[src/rtl/if_stage_pkg.sv]
// Shared pipeline definitions for the instruction-fetch stage.
package if_stage_pkg;

  localparam int unsigned XLEN = 32;

  localparam logic [XLEN-1:0] RESET_PC_DEFAULT  = 32'h0000_0000;
  localparam logic [XLEN-1:0] NOP_INSTR_DEFAULT = 32'h0000_0000;

  // Fetch control states
  typedef enum logic [1:0] {
    IDLE    = 2'd0,
    FETCH   = 2'd1,
    DISCARD = 2'd2
  } if_state_e;

  // IF/ID register action for the coming edge
  typedef enum logic [1:0] {
    IFID_HOLD   = 2'd0,
    IFID_LOAD   = 2'd1,
    IFID_BUBBLE = 2'd2
  } if_id_op_e;

  // IF/ID payload
  typedef struct packed {
    logic [XLEN-1:0] instr;
    logic [XLEN-1:0] pc4;
  } if_id_t;

endpackage

[src/rtl/if_stage_if.sv]
// Instruction-memory request/response bus between fetch stage and imem.
interface if_stage_if;

  logic                             imem_req;
  logic [if_stage_pkg::XLEN-1:0]    imem_addr;
  logic                             imem_ready;
  logic [if_stage_pkg::XLEN-1:0]    imem_rdata;

  modport master (
    output imem_req,
    output imem_addr,
    input  imem_ready,
    input  imem_rdata
  );

  modport slave (
    input  imem_req,
    input  imem_addr,
    output imem_ready,
    output imem_rdata
  );

endinterface

[src/rtl/if_stage_if_id_reg.sv]
// IF/ID pipeline register: load, hold, or bubble/flush on each edge.
module if_id_reg
  import if_stage_pkg::*;
#(
  parameter logic [XLEN-1:0] NOP_INSTR = NOP_INSTR_DEFAULT
) (
  input  logic      clk,
  input  logic      rst_n,
  input  if_id_op_e op_i,
  input  if_id_t    data_i,
  output if_id_t    q_o,
  output logic      valid_o
);

  if_id_t q_q;
  logic   valid_q;

  // Bubble keeps pc4 so downstream still sees the last sequential address
  always_ff @(posedge clk or negedge rst_n) begin
    if (!rst_n) begin
      q_q.instr <= NOP_INSTR;
      q_q.pc4   <= '0;
      valid_q   <= 1'b0;
    end else begin
      case (op_i)
        IFID_LOAD: begin
          q_q     <= data_i;
          valid_q <= 1'b1;
        end
        IFID_BUBBLE: begin
          q_q.instr <= NOP_INSTR;
          valid_q   <= 1'b0;
        end
        default: ;
      endcase
    end
  end

  assign q_o     = q_q;
  assign valid_o = valid_q;

endmodule

[src/rtl/if_stage.sv]
// Instruction fetch stage: PC, fetch FSM with branch redirect, IF/ID register.
module if_stage
  import if_stage_pkg::*;
#(
  parameter logic [XLEN-1:0] RESET_PC  = RESET_PC_DEFAULT,
  parameter logic [XLEN-1:0] NOP_INSTR = NOP_INSTR_DEFAULT
) (
  input  logic            clk,
  input  logic            rst_n,
  input  logic            hold_pc,
  input  logic            hold_if_id,
  input  logic            branch_taken,
  input  logic [XLEN-1:0] branch_target,
  if_stage_if.master      imem,
  output logic [XLEN-1:0] if_id_instr,
  output logic [XLEN-1:0] if_id_pc4,
  output logic            if_id_valid
);

  if_state_e       state_q;
  logic [XLEN-1:0] pc_q;
  logic [XLEN-1:0] redir_q;
  logic            req_q;
  logic [XLEN-1:0] pc_plus4;
  logic            ready;
  if_id_op_e       if_id_op;
  if_id_t          fetch_data;
  if_id_t          if_id_q;

  assign ready      = imem.imem_ready;
  assign pc_plus4   = pc_q + XLEN'(4);
  assign fetch_data = '{instr: imem.imem_rdata, pc4: pc_plus4};

  // Address is the PC itself, so it stays stable while a request is pending
  assign imem.imem_req  = req_q;
  assign imem.imem_addr = pc_q;

  // Fetch FSM; a branch during a pending request parks the target until the
  // outstanding response arrives and is thrown away
  always_ff @(posedge clk or negedge rst_n) begin
    if (!rst_n) begin
      state_q <= IDLE;
      pc_q    <= RESET_PC;
      redir_q <= '0;
      req_q   <= 1'b0;
    end else begin
      case (state_q)
        IDLE: begin
          state_q <= FETCH;
          req_q   <= 1'b1;
          if (branch_taken) pc_q <= branch_target;
        end
        FETCH: begin
          req_q <= 1'b1;
          if (ready) begin
            if (branch_taken) pc_q <= branch_target;
            else if (!hold_pc) pc_q <= pc_plus4;
          end else if (branch_taken) begin
            redir_q <= branch_target;
            state_q <= DISCARD;
          end
        end
        DISCARD: begin
          req_q <= 1'b1;
          if (branch_taken) redir_q <= branch_target;
          if (ready) begin
            pc_q    <= branch_taken ? branch_target : redir_q;
            state_q <= FETCH;
          end
        end
        default: begin
          state_q <= IDLE;
          req_q   <= 1'b0;
        end
      endcase
    end
  end

  // IF/ID action: branch flush beats hold; only a completed FETCH loads
  always_comb begin
    if_id_op = IFID_BUBBLE;
    if (branch_taken) if_id_op = IFID_BUBBLE;
    else if (hold_if_id) if_id_op = IFID_HOLD;
    else if (state_q == FETCH && ready) if_id_op = IFID_LOAD;
  end

  if_id_reg #(
    .NOP_INSTR (NOP_INSTR)
  ) u_if_id_reg (
    .clk     (clk),
    .rst_n   (rst_n),
    .op_i    (if_id_op),
    .data_i  (fetch_data),
    .q_o     (if_id_q),
    .valid_o (if_id_valid)
  );

  assign if_id_instr = if_id_q.instr;
  assign if_id_pc4   = if_id_q.pc4;

endmodule

[src/flat_wrapper.sv]
// flat-port wrapper written by rule: the top's interface ports become plain ports
module if_stage_flat import if_stage_pkg::*;
#(
  parameter logic [XLEN-1:0] RESET_PC  = RESET_PC_DEFAULT,
  parameter logic [XLEN-1:0] NOP_INSTR = NOP_INSTR_DEFAULT
)
  (clk, rst_n, hold_pc, hold_if_id, branch_taken, branch_target, if_id_instr, if_id_pc4, if_id_valid, imem_imem_req, imem_imem_addr, imem_imem_ready, imem_imem_rdata);
  if_stage_if imem_i ();
  input  logic clk;
  input  logic rst_n;
  input  logic hold_pc;
  input  logic hold_if_id;
  input  logic branch_taken;
  input  logic [XLEN-1:0] branch_target;
  output logic [XLEN-1:0] if_id_instr;
  output logic [XLEN-1:0] if_id_pc4;
  output logic if_id_valid;
  output wire logic [$bits(imem_i.imem_req)-1:0] imem_imem_req;
  output wire logic [$bits(imem_i.imem_addr)-1:0] imem_imem_addr;
  input wire logic [$bits(imem_i.imem_ready)-1:0] imem_imem_ready;
  input wire logic [$bits(imem_i.imem_rdata)-1:0] imem_imem_rdata;
  assign imem_imem_req = imem_i.imem_req;
  assign imem_imem_addr = imem_i.imem_addr;
  assign imem_i.imem_ready = imem_imem_ready;
  assign imem_i.imem_rdata = imem_imem_rdata;
  if_stage #(.RESET_PC(RESET_PC), .NOP_INSTR(NOP_INSTR)) u_core (.clk(clk), .rst_n(rst_n), .hold_pc(hold_pc), .hold_if_id(hold_if_id), .branch_taken(branch_taken), .branch_target(branch_target), .imem(imem_i), .if_id_instr(if_id_instr), .if_id_pc4(if_id_pc4), .if_id_valid(if_id_valid));
endmodule
[config.mk]
export PLATFORM = sky130hd
export DESIGN_NAME = if_stage_flat
export DESIGN_NICKNAME = d
export VERILOG_FILES = /design/src/rtl/if_stage_pkg.sv /design/src/rtl/if_stage_if.sv /design/src/rtl/if_stage_if_id_reg.sv /design/src/rtl/if_stage.sv /design/src/flat_wrapper.sv
export SDC_FILE = /design/constraint.sdc
export NUM_CORES = 1
export LEC_CHECK = 0
export BUFFER_PORTS_ARGS = -buffer_cell sky130_fd_sc_hd__clkbuf_2
export CAP_MARGIN = 20
export CORE_UTILIZATION = 48
export DETAILED_ROUTE_END_ITERATION = 16
export GPL_TIMING_DRIVEN = 0
export PLACE_DENSITY_LB_ADDON = 0.3
export SYNTH_ARGS = -nofsm -noshare
export SYNTH_HDL_FRONTEND = slang
export SYNTH_SLANG_ARGS = --single-unit
export TNS_END_PERCENT = 1
[constraint.sdc]
create_clock -name clk -period 2.2 [get_ports clk]
set_input_delay 0.11 -clock clk [delete_from_list [all_inputs] [get_ports clk]]
set_output_delay 0.11 -clock clk [all_outputs]
set_load 0.01 [all_outputs]
## Yosys cells after proc, flatten, opt, wreduce, memory -nomap -nowiden

Cells that the tools add are included.
W data, S select, Z words.

- Bits in registers: 132
- Latch bits: 0
- RAM bits: 0
- Bits in read-only memories: 0
- Output and inout bits: 98
- Word-level logic and storage cells: 46
- Memories: 0

- Add/subtract/negate cells: 1
- Multipliers: 0
- Div/mod/pow operators: 0
- Order comparisons: 0
- Equal/unequal tests: 10
- Shift operators: 0
- Mux-type cells: 19
- Bitwise operators: 0
- Reductions and logical operators: 9

Operators with widths:

| cell | number |
|---|---|
| $mux W32 | 7 |
| $pmux W32 S2 | 2 |
| $pmux W32 S3 | 1 |
| $add A32 B3 Y32 const B | 1 |
| $mux W2 | 6 |
| $ne A2 B2 Y1 const B | 5 |
| $pmux W2 S3 | 1 |
| $reduce_and A5 Y1 | 1 |
| $eq A2 B1 Y1 const B | 2 |
| $eq A2 B2 Y1 const B | 2 |
| $reduce_bool A2 Y1 | 2 |
| $ne A3 B3 Y1 const B | 1 |
| $reduce_and A3 Y1 | 1 |
| $reduce_bool A3 Y1 | 1 |
| $reduce_or A3 Y1 | 1 |
| $logic_not A2 Y1 | 1 |
| $pmux W1 S2 | 1 |
| $reduce_and A2 Y1 | 1 |
| $logic_and A1 B1 Y1 | 1 |
| $mux W1 | 1 |

## Depth between registers and ports, before layout

Gate-level depths: netlist (run 1).

- Depth in word-level cells: 7
- Gate-level depth with buffers: 11

## Modules after synthesis

A second synthesis (run 1) with hierarchy kept.

- Cell total of the unflattened synthesis: 672
- Area, all modules: 6977.9 um2

Modules (own cells, without submodules):

| module | times used | cells each | area each (um2) | seq. area each (um2) |
|---|---|---|---|---|
| if_stage | 1 | 458 | 4229.1 | 1676.6 |
| if_id_reg | 1 | 214 | 2748.9 | 1626.6 |

## Worst setup path before layout (run 1)

No wires, ideal clock.

- Path kind: reg2reg
- From: register u_core.state_q[0]
- To: register u_core.pc_q[15], in the netlist u_core.imem.imem_addr[15]
- Setup time: 0.132 ns
- Data arrival time: 1.973 ns
- Data required time: 2.068 ns
- Setup slack: 0.095 ns
- Cell stages (with the launch flop): 11
- Clock period less this slack: 2.105 ns
- Cell sequence: dfrtp_1 inv_1 ha_1 clkbuf_1 or2_1 buf_2 a21oi_1 o21a_1 buf_2 o21ai_0 o2bb2ai_1

- Longest elaborated chain between the ends: 3
- Elaborated cells between the ends (all ways): 10

RTL lines:

| what | line | source |
|---|---|---|
| start: declaration | if_stage.sv:20 | `if_state_e state_q;` |
| start signal: assignment | if_stage.sv:42 | `state_q <= IDLE;` |
| start signal: assignment | if_stage.sv:49 | `state_q <= FETCH;` |
| start signal: assignment | if_stage.sv:60 | `state_q <= DISCARD;` |
| $eq A2 B1 Y1 (tied with other cells) | if_stage.sv:47 | `case (state_q)` |
| $ne A3 B3 Y1 (no line) (tied with other cells) | - |  |
| $reduce_and A5 Y1 (no line) | - |  |
| end signal: assignment | if_stage.sv:51 | `if (branch_taken) pc_q <= branch_target;` |
| end signal: assignment | if_stage.sv:56 | `if (branch_taken) pc_q <= branch_target;` |
| end signal: assignment | if_stage.sv:57 | `else if (!hold_pc) pc_q <= pc_plus4;` |
| end: declaration | if_stage.sv:21 | `logic [XLEN-1:0] pc_q;` |

Parallel ways exist; a longest one is shown, timed or not.
A chain may end at the register's enable or synchronous reset.

## Final worst setup path (run 1)

- From: register u_core.pc_q[3], in the netlist u_core.imem.imem_addr[3]
- To: register u_core.pc_q[26], in the netlist u_core.imem.imem_addr[26]

- Longest elaborated chain between the ends: 5

RTL lines:

| what | line | source |
|---|---|---|
| $add A32 B3 Y32 | if_stage.sv:31 | `assign pc_plus4 = pc_q + XLEN'(4);` |
| $mux W32 | if_stage.sv:57 |  |
| $mux W32 | if_stage.sv:56 |  |
| $mux W32 | if_stage.sv:55 | `if (ready) begin` |
| $pmux W32 S3 | if_stage.sv:47 |  |

Every way passes these cells. The select of a mux whose other input is x is not followed.

==> summary.txt, run 1 <==
Power and ir drop
  • Pwr Density: 1450 mW/mm2
  • Final Total Pwr: 13.2 mW
  • Cell Int Power: 7.87 mW
  • Psw: 5.36 mW
  • Sequential share of power: 0.324
  • VDD IR-drop max: 0.875 mV
  • Leak: 4.28 nW
  • Power share of the combinational group: 0.446
  • Clock power share: 0.230
  • Net switching share of the total power: 0.405

STA
  • RSZ-0062 raised after global routing: true
  • Slew HR: 0.630
  • Hold WS: 0.119 ns
  • Final hold vios: 0
  • Clock Skews: 0.00760 ns
  • Peak Freq: 463 MHz
  • Setup violators final: 0
  • Crit path time final: 2.16 ns
  • Tcrit/Tclk final: 0.982
  • Tightest Pin Transition: 0.555 ns
  • Final Max Tran Viols: 0

Detailed routing
  • Total number of vias: 6392
  • DRT Pass-1 Iters: 8
  • DRC viols: 0
  • DRT iter0 DRCs: 743
  • Drt total wl: 21100 um
  • DR vias/cell: 5.95
  • Antenna-violating nets left: 0
  • Avg WL per Cell: 19.6 um

Setup path
  • CP Launch Type: flip-flop
  • Critical path buffer and inverter count: 0
  • Flop-to-flop setup slack: 0.04 ns
  • R2r startpoint: u_core.imem.imem_addr[3]
  • CP endpoint: u_core.imem.imem_addr[26]
  • CP endpoint kind: flip-flop
  • Setup CP Type: flip-flop to flip-flop
  • Critical path's largest stage delay: 0.51 ns
  • Crit path max-delay family: simple AND/OR/NAND/NOR gates
  • Crit-path cells: ha_2 > nand3_4 > nor4_4 > nand4_2 > o41a_1 > o22ai_1
  • Crit-path max FO: 7
  • CP required: 2.54 ns
  • Crit path max-delay cell type: dfrtp_1
  • CP Depth: 6
  • Crit path DAT: 2.50 ns
  • Worst setup startpoint: u_core.imem.imem_addr[3]
  • R2R depth: 6
  • R2r endpoint: u_core.imem.imem_addr[26]

Synth
  • Syn Nets: 708
  • Top FF cell, synth: dfrtp_1
  • Flops & latches, synth: 132
  • Post-synthesis cell type count: 58
  • Syn. warnings: 0
  • Mean Syn Cell Area: 10.4 um2
  • Post-synth EDFFs: 0
  • Post-Syn Area: 0.00653 mm2
  • Register area share after synthesis: 0.506
  • Mapped Cells: 631
  • Share of flip-flops with an asynchronous set or reset: 1.00

Job
  • Max Cap Viol: 0

Global route
  • Number of global-route vias before repair: 6337
  • First-pass GRT wire length: 32800 um
  • Initial antenna violation count: 0
  • Largest net degree at the start of global routing: 107
  • Grt ovf: 0
  • Global Route Usage Sum: 0.305

Clock tree
  • Cts bufs inserted: 17
  • Clock-pin slew on the worst setup and hold paths: 0.06 ns
  • Worst-Skew Late Latency: 0.43 ns
  • CTS max path bufs: 2
  • TritonCTS clock tree: built
  • Sink Count: 132
  • Clock H-tree levels: 4
  • Clock tree root driver cell: clkbuf_16

Finish
  • Register area: 0.00331 mm2
  • Synthesis-to-finish area growth: 39.6%
  • Fin nets: 962
  • Share of layout cells above drive strength 1: 0.341
  • Antenna diode count: 0
  • Multi-input logic area: 0.00306 mm2
  • Fillers: 997
  • Core Util, Final: 0.689

Floorplanning
  • DIE HEIGHT: 119 um
  • Core area: 0.0132 mm2
  • Initial Util: 0.493
  • Number of I/O pins: 168
  • Die Width: 119 um
  • Die ar.: 0.0141 mm2
  • # rows: 42

Placed design
  • Dpl hpwl: 13700 um
  • Port-buffer cells: 167
  • Placer congestion estimate: 0.888

Outcome
  • Outcome: finished, final reports clean

Min path
  • Worst hold path class: primary input to asynchronous set/reset pin
==> cell type report <==
cell class / count / share of cell area
flip-flops and latches: 132 / 0.363
multi-input cells: 441 / 0.336
repair buffers: 237 / 0.170
clock buffers: 19 / 0.0497
plain buffers: 45 / 0.0328
well taps: 176 / 0.0241
clock inverters: 13 / 0.0199
inverters: 11 / 0.00453
==> cell usage after synthesis, drive strengths merged (2+ instances only) <==
cell type,count,share of area
a21oi,15,0.011
a221oi,5,0.0067
a222oi,8,0.012
a22o,41,0.055
a22oi,7,0.0080
a31o,2,0.0027
a31oi,2,0.0019
a32oi,10,0.013
and3,7,0.0067
and4,3,0.0040
buf,19,0.015
clkbuf,28,0.016
dfrtp,132,0.51
ha,7,0.013
inv,11,0.0063
mux2,32,0.055
nand2,72,0.041
nand3,19,0.016
nand3b,4,0.0046
nand4,8,0.014
nor2,49,0.028
nor2b,4,0.0038
nor3,7,0.0096
nor4,6,0.011
o211ai,3,0.0034
o21ai,67,0.052
o22ai,3,0.0029
o2bb2ai,11,0.015
o31a,3,0.0040
o31ai,3,0.0034
or3,4,0.0038
xnor2,22,0.029
xor2,3,0.0040
==> cell families (layout without fill, tap and decap cells) <==
family / after synthesis / in the layout / synth area share
and+or+nand+nor: 188 / 188 / 0.150
muxes: 33 / 33 / 0.0567
adders and majority gates: 7 / 7 / 0.0134
DFF: 132 / 132 / 0.506
buffers and inverters: 58 / 325 / 0.0373
xor gates and xnor gates: 25 / 25 / 0.0335
AOI/OAI and AO/OA: 188 / 188 / 0.204
==> worst min path at each step <==
stage,startpoint,slack [ns],to,depth (start not counted)
floorplan,rst_n,-0.19,u_core.imem.imem_addr[0],0
global placement,imem_imem_rdata[20],0.34,u_core.u_if_id_reg.q_o[52],2
detailed placement,rst_n,0.01,u_core.redir_q[13],1
CTS,rst_n,0.13,u_core.imem.imem_addr[13],2
global route,rst_n,0.15,u_core.redir_q[13],2
finish,rst_n,0.12,u_core.imem.imem_addr[13],2
==> metrics by stage <==
stage | cells | worst slack, ns | setup TNS (ns) | instance area (um2)
3_3_place_gp | 974 | -1.04 | -175.28 | 7590
2_1_floorplan | 631 | 0.0949 | 0 | 6530
3_5_place_dp | 975 | -0.627 | -50.38 | 7620
4_1_cts | 1071 | -0.0579 | -0.402 | 9010
5_1_grt | 1074 | -0.0573 | -0.594 | 9120
6_report | 1074 | 0.0400 | 0 | 9120
==> power groups by stage <==
stage                     Sequential [mW]  Clock [mW]  Combinational [mW]
final                                4.29        3.04                5.91
after global routing                 4.40        3.16                6.35
after CTS                            4.24        3.06                5.56
after detailed placement             4.26           0                5.19
after global placement               4.20           0                5.00
after floorplan                      4.32           0                3.14
==> registers in the layout (all words and copies together) (netlist names) <==
signal	flops
u_core.u_if_id_reg.q_o	64
u_core.imem.imem_addr	32
u_core.redir_q	32
u_core.state_q	2
u_core.imem.imem_req	1
u_core.u_if_id_reg.valid_o	1
==> routing by layer <==
metal | wire (um) | track usage | vias to the layer above
li1 | - | - | 2833
met3 | 1520 | 0.0579 | 56
met2 | 10300 | 0.483 | 356
met1 | 8680 | 0.399 | 3147
met4 | 604 | 0.156 | 0
met5 | 0 | 0 | -
==> cells in the final DEF, fill, tap and decap left out, drive strengths merged, types with 15 or more instances in the layout <==
master       synthesis  final
xnor2               22     22
nand2               72     72
dfrtp              132    132
mux2                32     32
a22o                41     41
a21oi               15     15
dlygate4sd3          0     65
nand3               19     19
clkbuf              28    212
nor2                49     49
buf                 19     24
o21ai               67     67
==> repair_timing <==
item                                    4_1_cts  5_1_grt
pin swaps                                     1        3
buffers inserted                              1        3
gates resized for setup                      44       46
hold endpoints to repair                    200        0
hold buffers                                 65        0
endpoints found under the setup margin      126      108
Note: power is estimated with default switching activity, not from simulation.
==> run 2: changes to the inputs <==
--- a/config.mk
+++ b/config.mk
@@ -7,7 +7,7 @@
 export LEC_CHECK = 0
 export BUFFER_PORTS_ARGS = -buffer_cell sky130_fd_sc_hd__clkbuf_2
 export CAP_MARGIN = 20
-export CORE_UTILIZATION = 48
+export CORE_UTILIZATION = 53
 export DETAILED_ROUTE_END_ITERATION = 16
 export GPL_TIMING_DRIVEN = 0
 export PLACE_DENSITY_LB_ADDON = 0.3
==> constraint.sdc (replaced) <==
create_clock -name clk -period 2 [get_ports clk]
set_input_delay 0.1 -clock clk [delete_from_list [all_inputs] [get_ports clk]]
set_output_delay 0.1 -clock clk [all_outputs]
set_load 0.01 [all_outputs]
==> summary.txt, run 2 (same netlist as run 1, synthesis figures left out) <==
Outcome
  • Outcome: finished with violations
  • Failing checks: negative setup slack

Setup path
  • Crit path DAT: 2.50 ns (about the same)
  • CP required: 2.35 ns (-0.19 ns)
  • Crit-path max FO: 10 (+3)
  • Most common cell on crit path: clkbuf_8
  • CP Launch Type: flip-flop
  • CP endpoint kind: flip-flop
  • Critical path's largest stage delay: 0.49 ns (-0.02 ns)
  • Setup CP Type: flip-flop to flip-flop
  • Crit-path cells: inv_2 > ha_4 > clkbuf_8 > clkbuf_8 > nor2b_1 > a221oi_1 > nor2_1
  • R2R depth: 7 (+1)
  • Crit path max-delay cell type: nor2b_1

Placed design
  • DP Worst Slack: -0.819 ns (-0.192 ns)
  • Port-buffer cells: 167 (unchanged)
  • Dpl cell area: 0.00762 mm2 (-0.11%)
  • Placer congestion estimate: 0.888 (about the same)
  • Dpl hpwl: 13700 um (-0.21%)

Floorplanning
  • Number of I/O pins: 168 (unchanged)
  • # rows: 40 (-4.8%)
  • Die ar.: 0.0128 mm2 (-9.3%)
  • Die Width: 113 um (-4.8%)
  • Initial Util: 0.544 (+0.0506)
  • Core area: 0.0120 mm2 (-9.3%)
  • DIE HEIGHT: 113 um (-4.8%)

Power and ir drop
  • Psw: 6.32 mW (+18%)
  • Pwr Density: 1640 mW/mm2 (+13%)
  • Power share of the combinational group: 0.483 (+0.037)
  • Clock power share: 0.212 (-0.018)
  • Net switching share of the total power: 0.408 (+0.00322)
  • Sequential share of power: 0.305 (-0.019)
  • Leak: 4.43 nW (+3.6%)
  • Cell Int Power: 9.15 mW (+16%)
  • VDD IR-drop max: 0.938 mV (+7.2%)

STA
  • Peak Freq: 466 MHz (+0.63%)
  • Slew HR: 0.595 (-0.0353)
  • Setup TNS: -4.57 ns (-4.57 ns)
  • Final Max Tran Viols: 0 (unchanged)
  • RSZ-0062 raised after global routing: true
  • Setup ws final: -0.146 ns (-0.186 ns)
  • Clock Skews: 0.00812 ns (+0.000520 ns)
  • Tcrit/Tclk final: 1.07 (+0.0914)
  • Crit path time final: 2.15 ns (-0.0135 ns)
  • Hold WS: 0.152 ns (+0.0335 ns)
  • Final hold vios: 0 (unchanged)
  • Setup violators final: 62 (+62)
  • Tightest Pin Transition: 0.608 ns (+0.0530 ns)

Global route
  • First-pass GRT wire length: 33400 um (+1.9%)
  • Number of global-route vias before repair: 6516 (+2.8%)
  • Largest net degree at the start of global routing: 75 (-30%)
  • Initial antenna violation count: 0 (unchanged)
  • Grt ovf: 0 (unchanged)
  • Global Route Usage Sum: 0.343 (+0.0376)

Finish
  • Core Util, Final: 0.783 (+0.0944)
  • Number of flip-flops in the largest register: 64 (unchanged)
  • Commonest non-fill, non-tap cell in the layout: clkbuf_2
  • Synthesis-to-finish area growth: 44.0%
  • Share of layout cells above drive strength 1: 0.373 (+0.0323)
  • Fin area: 0.00941 mm2 (+3.1%)
  • Most frequent cells in the layout: clkbuf_2 (172), dfrtp_1 (122), nand2_1 (71)
  • Fin nets: 978 (+1.7%)
  • Antenna diode count: 0 (unchanged)

Detailed routing
  • Avg WL per Cell: 21.2 um (+8.1%)
  • DR vias/cell: 6.32 (+6.3%)
  • DRC viols: 0 (unchanged)
  • Total number of vias: 6710 (+5.0%)
  • Drt total wl: 22500 um (+6.8%)
  • Antenna-violating nets left: 0 (unchanged)
  • DRT Pass-1 Iters: 5 (-3)
  • DRT iter0 DRCs: 724 (-2.6%)

Clock tree
  • TritonCTS clock tree: built
  • Sink Count: 132 (unchanged)
  • Clock H-tree levels: 4 (unchanged)
  • Worst-Skew Late Latency: 0.43 ns (about the same)
  • Clock tree root driver cell: clkbuf_16
  • CTS max path bufs: 2 (unchanged)
  • Cts bufs inserted: 17 (unchanged)
  • Clock-pin slew on the worst setup and hold paths: 0.06 ns (about the same)

Min path
  • Worst hold path class: primary input to flip-flop
  • Hold Path Stages: 3

Job
  • Max Cap Viol: 0 (unchanged)
-- run 2: power by group through the flow --
stage	Clock, mW	Sequential [mW]	Combinational, mW
after global routing	3.41	4.84	7.88
after floorplan	0	4.75	3.55
after CTS	3.26	4.63	6.56
after detailed placement	0	4.68	5.78
final	3.28	4.72	7.47
after global placement	0	4.61	5.56
-- run 2: cell type report --
type | count | area [um2]
Buffer | 43 | 359
Clock buffer | 24 | 502
Clock inverter | 8 | 121
Fill cell | 764 | 2600
Inverter | 11 | 41.3
Multi-Input combinational cell | 441 | 3170
Sequential cell | 132 | 3320
Tap cell | 147 | 184
Timing Repair Buffer | 255 | 1710
-- run 2: final timing paths --
path	start	slack (ns)	endpoint
worst min-delay path	hold_if_id	0.15	u_core.u_if_id_reg.q_o[63]
worst max-delay path	u_core.state_q[0]	-0.15	u_core.imem.imem_addr[6]
max in group asynchronous	rst_n	1.05	u_core.redir_q[22]
min in group asynchronous	rst_n	0.21	u_core.u_if_id_reg.q_o[11]
worst min register to register	u_core.u_if_id_reg.valid_o	0.47	u_core.u_if_id_reg.valid_o
worst max register to register	u_core.state_q[0]	-0.15	u_core.imem.imem_addr[6]
-- run 2: worst max-delay path, delay by kind of cell (launching register included) --
family	cells	cell delay [ns]
and+or+nand+nor	2	0.63
buffers and inverters	3	0.53
DFF	1	0.41
adders and majority gates	1	0.31
AOI/OAI and AO/OA	1	0.17
-- run 2: metrics by stage --
step | total power [mW] | std cells
final | 15.5 | 1061
after floorplan | 8.30 | 631
after global placement | 10.2 | 945
after detailed placement | 10.5 | 946
after CTS | 14.4 | 1049
after global routing | 16.1 | 1061
-- run 2: per-layer routing --
layer	track usage	vias to the layer above	part of all wire	wire length [um]
met2	0.547	483	0.48	10900
met5	0	-	0	0
met1	0.426	3241	0.37	8310
met4	0.180	0	0.047	1050
met3	0.0948	115	0.10	2260
li1	-	2871	-	-
-- run 2: repair_timing --
action	in CTS	in global routing
resized for setup	82	49
buffers inserted	7	13
setup endpoints to repair	127	113
hold buffers	65	0
hold endpoints to repair	126	0
cloned	1	1
pin swaps	4	11
==> run 3: changes to the inputs <==
--- a/config.mk
+++ b/config.mk
@@ -7,10 +7,12 @@
 export LEC_CHECK = 0
 export BUFFER_PORTS_ARGS = -buffer_cell sky130_fd_sc_hd__clkbuf_2
 export CAP_MARGIN = 20
-export CORE_UTILIZATION = 53
+export CORE_MARGIN = 1.5
+export CORE_UTILIZATION = 57
 export DETAILED_ROUTE_END_ITERATION = 16
 export GPL_TIMING_DRIVEN = 0
 export PLACE_DENSITY_LB_ADDON = 0.3
+export SLEW_MARGIN = 20
 export SYNTH_ARGS = -nofsm -noshare
 export SYNTH_HDL_FRONTEND = slang
 export SYNTH_SLANG_ARGS = --single-unit
==> constraint.sdc (replaced) <==
create_clock -name clk -period 2.6 [get_ports clk]
set_input_delay 0.13 -clock clk [delete_from_list [all_inputs] [get_ports clk]]
set_output_delay 0.13 -clock clk [all_outputs]
set_load 0.01 [all_outputs]
==> summary.txt, run 3 (same netlist as run 1, synthesis figures left out) <==
Job
  • Max Cap Viol: 0 (unchanged)

Floorplanning
  • Die Width: 110 um (-2.6%)
  • Initial Util: 0.595 (+0.0509)
  • Number of I/O pins: 168 (unchanged)
  • Core area: 0.0110 mm2 (-8.6%)
  • # rows: 38 (-5.0%)
  • Die ar.: 0.0121 mm2 (-5.2%)
  • DIE HEIGHT: 110 um (-2.6%)

Global route
  • Largest net degree at the start of global routing: 97 (+29%)
  • Grt ovf: 0 (unchanged)
  • First-pass GRT wire length: 32100 um (-4.0%)
  • Global Route Usage Sum: 0.358 (+0.0153)
  • Number of global-route vias before repair: 6390 (-1.9%)
  • Initial antenna violation count: 0 (unchanged)

Finish
  • Most frequent cells in the layout: clkbuf_2 (174), dfrtp_1 (131), nand2_1 (72)
  • Fin area: 0.00878 mm2 (-6.7%)
  • Antenna diode count: 0 (unchanged)
  • Fillers: 688 (-9.9%)
  • Synthesis-to-finish area growth: 34.3%
  • Commonest non-fill, non-tap cell in the layout: clkbuf_2
  • Fin nets: 951 (-2.8%)
  • Number of flip-flops in the largest register: 64 (unchanged)
  • Share of layout cells above drive strength 1: 0.309 (-0.0638)

Detailed routing
  • DR vias/cell: 6.31 (-0.27%)
  • Antenna-violating nets left: 0 (unchanged)
  • DRC viols: 0 (unchanged)
  • Avg WL per Cell: 20.7 um (-2.5%)
  • Drt total wl: 21200 um (-5.7%)
  • Total number of vias: 6471 (-3.6%)
  • DRT Pass-1 Iters: 6 (+1)
  • DRT iter0 DRCs: 717 (-0.97%)

Power and ir drop
  • Leak: 4.15 nW (-6.4%)
  • Power share of the combinational group: 0.442 (-0.041)
  • Clock power share: 0.220 (+0.008)
  • VDD IR-drop max: 0.675 mV (-28%)
  • Net switching share of the total power: 0.414 (+0.00589)
  • Cell Int Power: 6.26 mW (-32%)
  • Psw: 4.43 mW (-30%)
  • Sequential share of power: 0.339 (+0.034)
  • Pwr Density: 1220 mW/mm2 (-26%)
  • Final Total Pwr: 10.7 mW (-31%)

Clock tree
  • CTS max path bufs: 2 (unchanged)
  • Worst-Skew Late Latency: 0.43 ns (about the same)
  • Clock-pin slew on the worst setup and hold paths: 0.06 ns (about the same)
  • Sink Count: 132 (unchanged)
  • Cts bufs inserted: 17 (unchanged)
  • Clock H-tree levels: 4 (unchanged)
  • Clock tree root driver cell: clkbuf_16
  • TritonCTS clock tree: built
  • # Post-CTS Setup Buffers: 0 (-7)

Setup path
  • Worst setup startpoint: u_core.state_q[1]
  • R2r startpoint: u_core.state_q[1]
  • CP endpoint kind: flip-flop
  • CP Launch Type: flip-flop
  • CP required: 2.90 ns (+0.55 ns)
  • Setup CP Type: flip-flop to flip-flop
  • Crit path DAT: 2.82 ns (+0.32 ns)
  • Crit-path max FO: 10 (unchanged)

STA
  • Setup violators final: 0 (-100%)
  • Peak Freq: 396 MHz (-15%)
  • Hold WS: 0.00259 ns (-0.150 ns)
  • Final Max Tran Viols: 0 (unchanged)
  • Tightest Pin Transition: 0.653 ns (+0.0449 ns)
  • Clock Skews: 0.0100 ns (+0.00188 ns)
  • Final hold vios: 0 (unchanged)
  • Slew HR: 0.565 (-0.0300)
  • RSZ-0062 raised after global routing: true
  • Tcrit/Tclk final: 0.972 (-0.101)
  • Crit path time final: 2.53 ns (+0.381 ns)

Outcome
  • Outcome: finished, final reports clean

Placed design
  • Placer congestion estimate: 0.917 (+3.3%)
  • Port-buffer cells: 167 (unchanged)
  • Dpl hpwl: 13900 um (+1.8%)
  • Dpl cell area: 0.00758 mm2 (-0.48%)

Min path
  • Worst hold path class: primary input to flip-flop
  • Hold path start: branch_target[20]
## run 3: cell count changes in the layout (fill, tap and decap cells not counted), sizes merged
cell,before,now
buf,42,19
dlygate4sd3,65,58
clkbuf,215,221
clkinv,4,2
bufinv,3,2
clkinvlp,1,0
## run 3: path summary, 6_finish.rpt
kind | to | slack [ns] | cells after the start
hold reg to reg | u_core.u_if_id_reg.q_o[22] | 0.47 | 2
hold / removal | u_core.redir_q[20] | 0.003 | 2
max in group asynchronous | u_core.state_q[1] | 1.62 | 3
setup reg to reg | u_core.imem.imem_addr[9] | 0.07 | 10
min in group asynchronous | u_core.imem.imem_addr[22] | 0.19 | 2
setup / recovery | u_core.imem.imem_addr[9] | 0.07 | 10
## run 3: final cells by class
type | count | area (um2) | share of cell area
plain buffers | 45 | 214 | 0.0244
clock buffers | 27 | 503 | 0.0573
clock inverters | 4 | 70.1 | 0.00798
inverters | 11 | 41.3 | 0.00470
multi-input cells | 441 | 3020 | 0.344
flip-flops and latches | 132 | 3300 | 0.377
well taps | 140 | 175 | 0.0200
repair buffers | 226 | 1450 | 0.166
## run 3: power by group through the flow
stage	Combinational [mW]	Clock, mW	Sequential, mW
finish	4.72	2.35	3.62
global route	5.07	2.45	3.70
floorplan	2.66	0	3.65
global placement	4.19	0	3.53
CTS	4.54	2.36	3.57
detailed placement	4.38	0	3.61
## run 3: per-layer routing
metal | GRT usage | routed length (um) | vias up
met5 | 0 | 0 | -
met4 | 0.196 | 834 | 0
met3 | 0.0764 | 2070 | 86
met2 | 0.579 | 10400 | 445
met1 | 0.450 | 7960 | 3140
li1 | - | - | 2800
## run 3: timing repair
| action | CTS | global route |
|---|---|---|
| hold endpoints to repair | 96 | 0 |
| resized for setup | 10 | 15 |
| setup endpoints to repair | 59 | 95 |
| hold buffers | 58 | 0 |
## run 3: worst max-delay path: stages, from the launching register on
cell       delay (ns)
dfrtp_2          0.42
inv_1            0.12
ha_1             0.19
buf_2            0.18
or2_1            0.22
buf_2            0.19
a21oi_1          0.22
o21a_2           0.26
buf_2            0.26
o21ai_0          0.15
o2bb2ai_1        0.16
## run 3: stage by stage
step	instances	TNS (ns)	setup slack, ns	util
detailed placement	939	-7.26	-0.296	0.690
global route	1026	-0.0278	-0.0278	0.799
CTS	1027	-0.0188	-0.0188	0.797
finish	1026	0	0.0728	0.799
global placement	938	-80.08	-0.593	0.687
floorplan	631	0	0.495	-
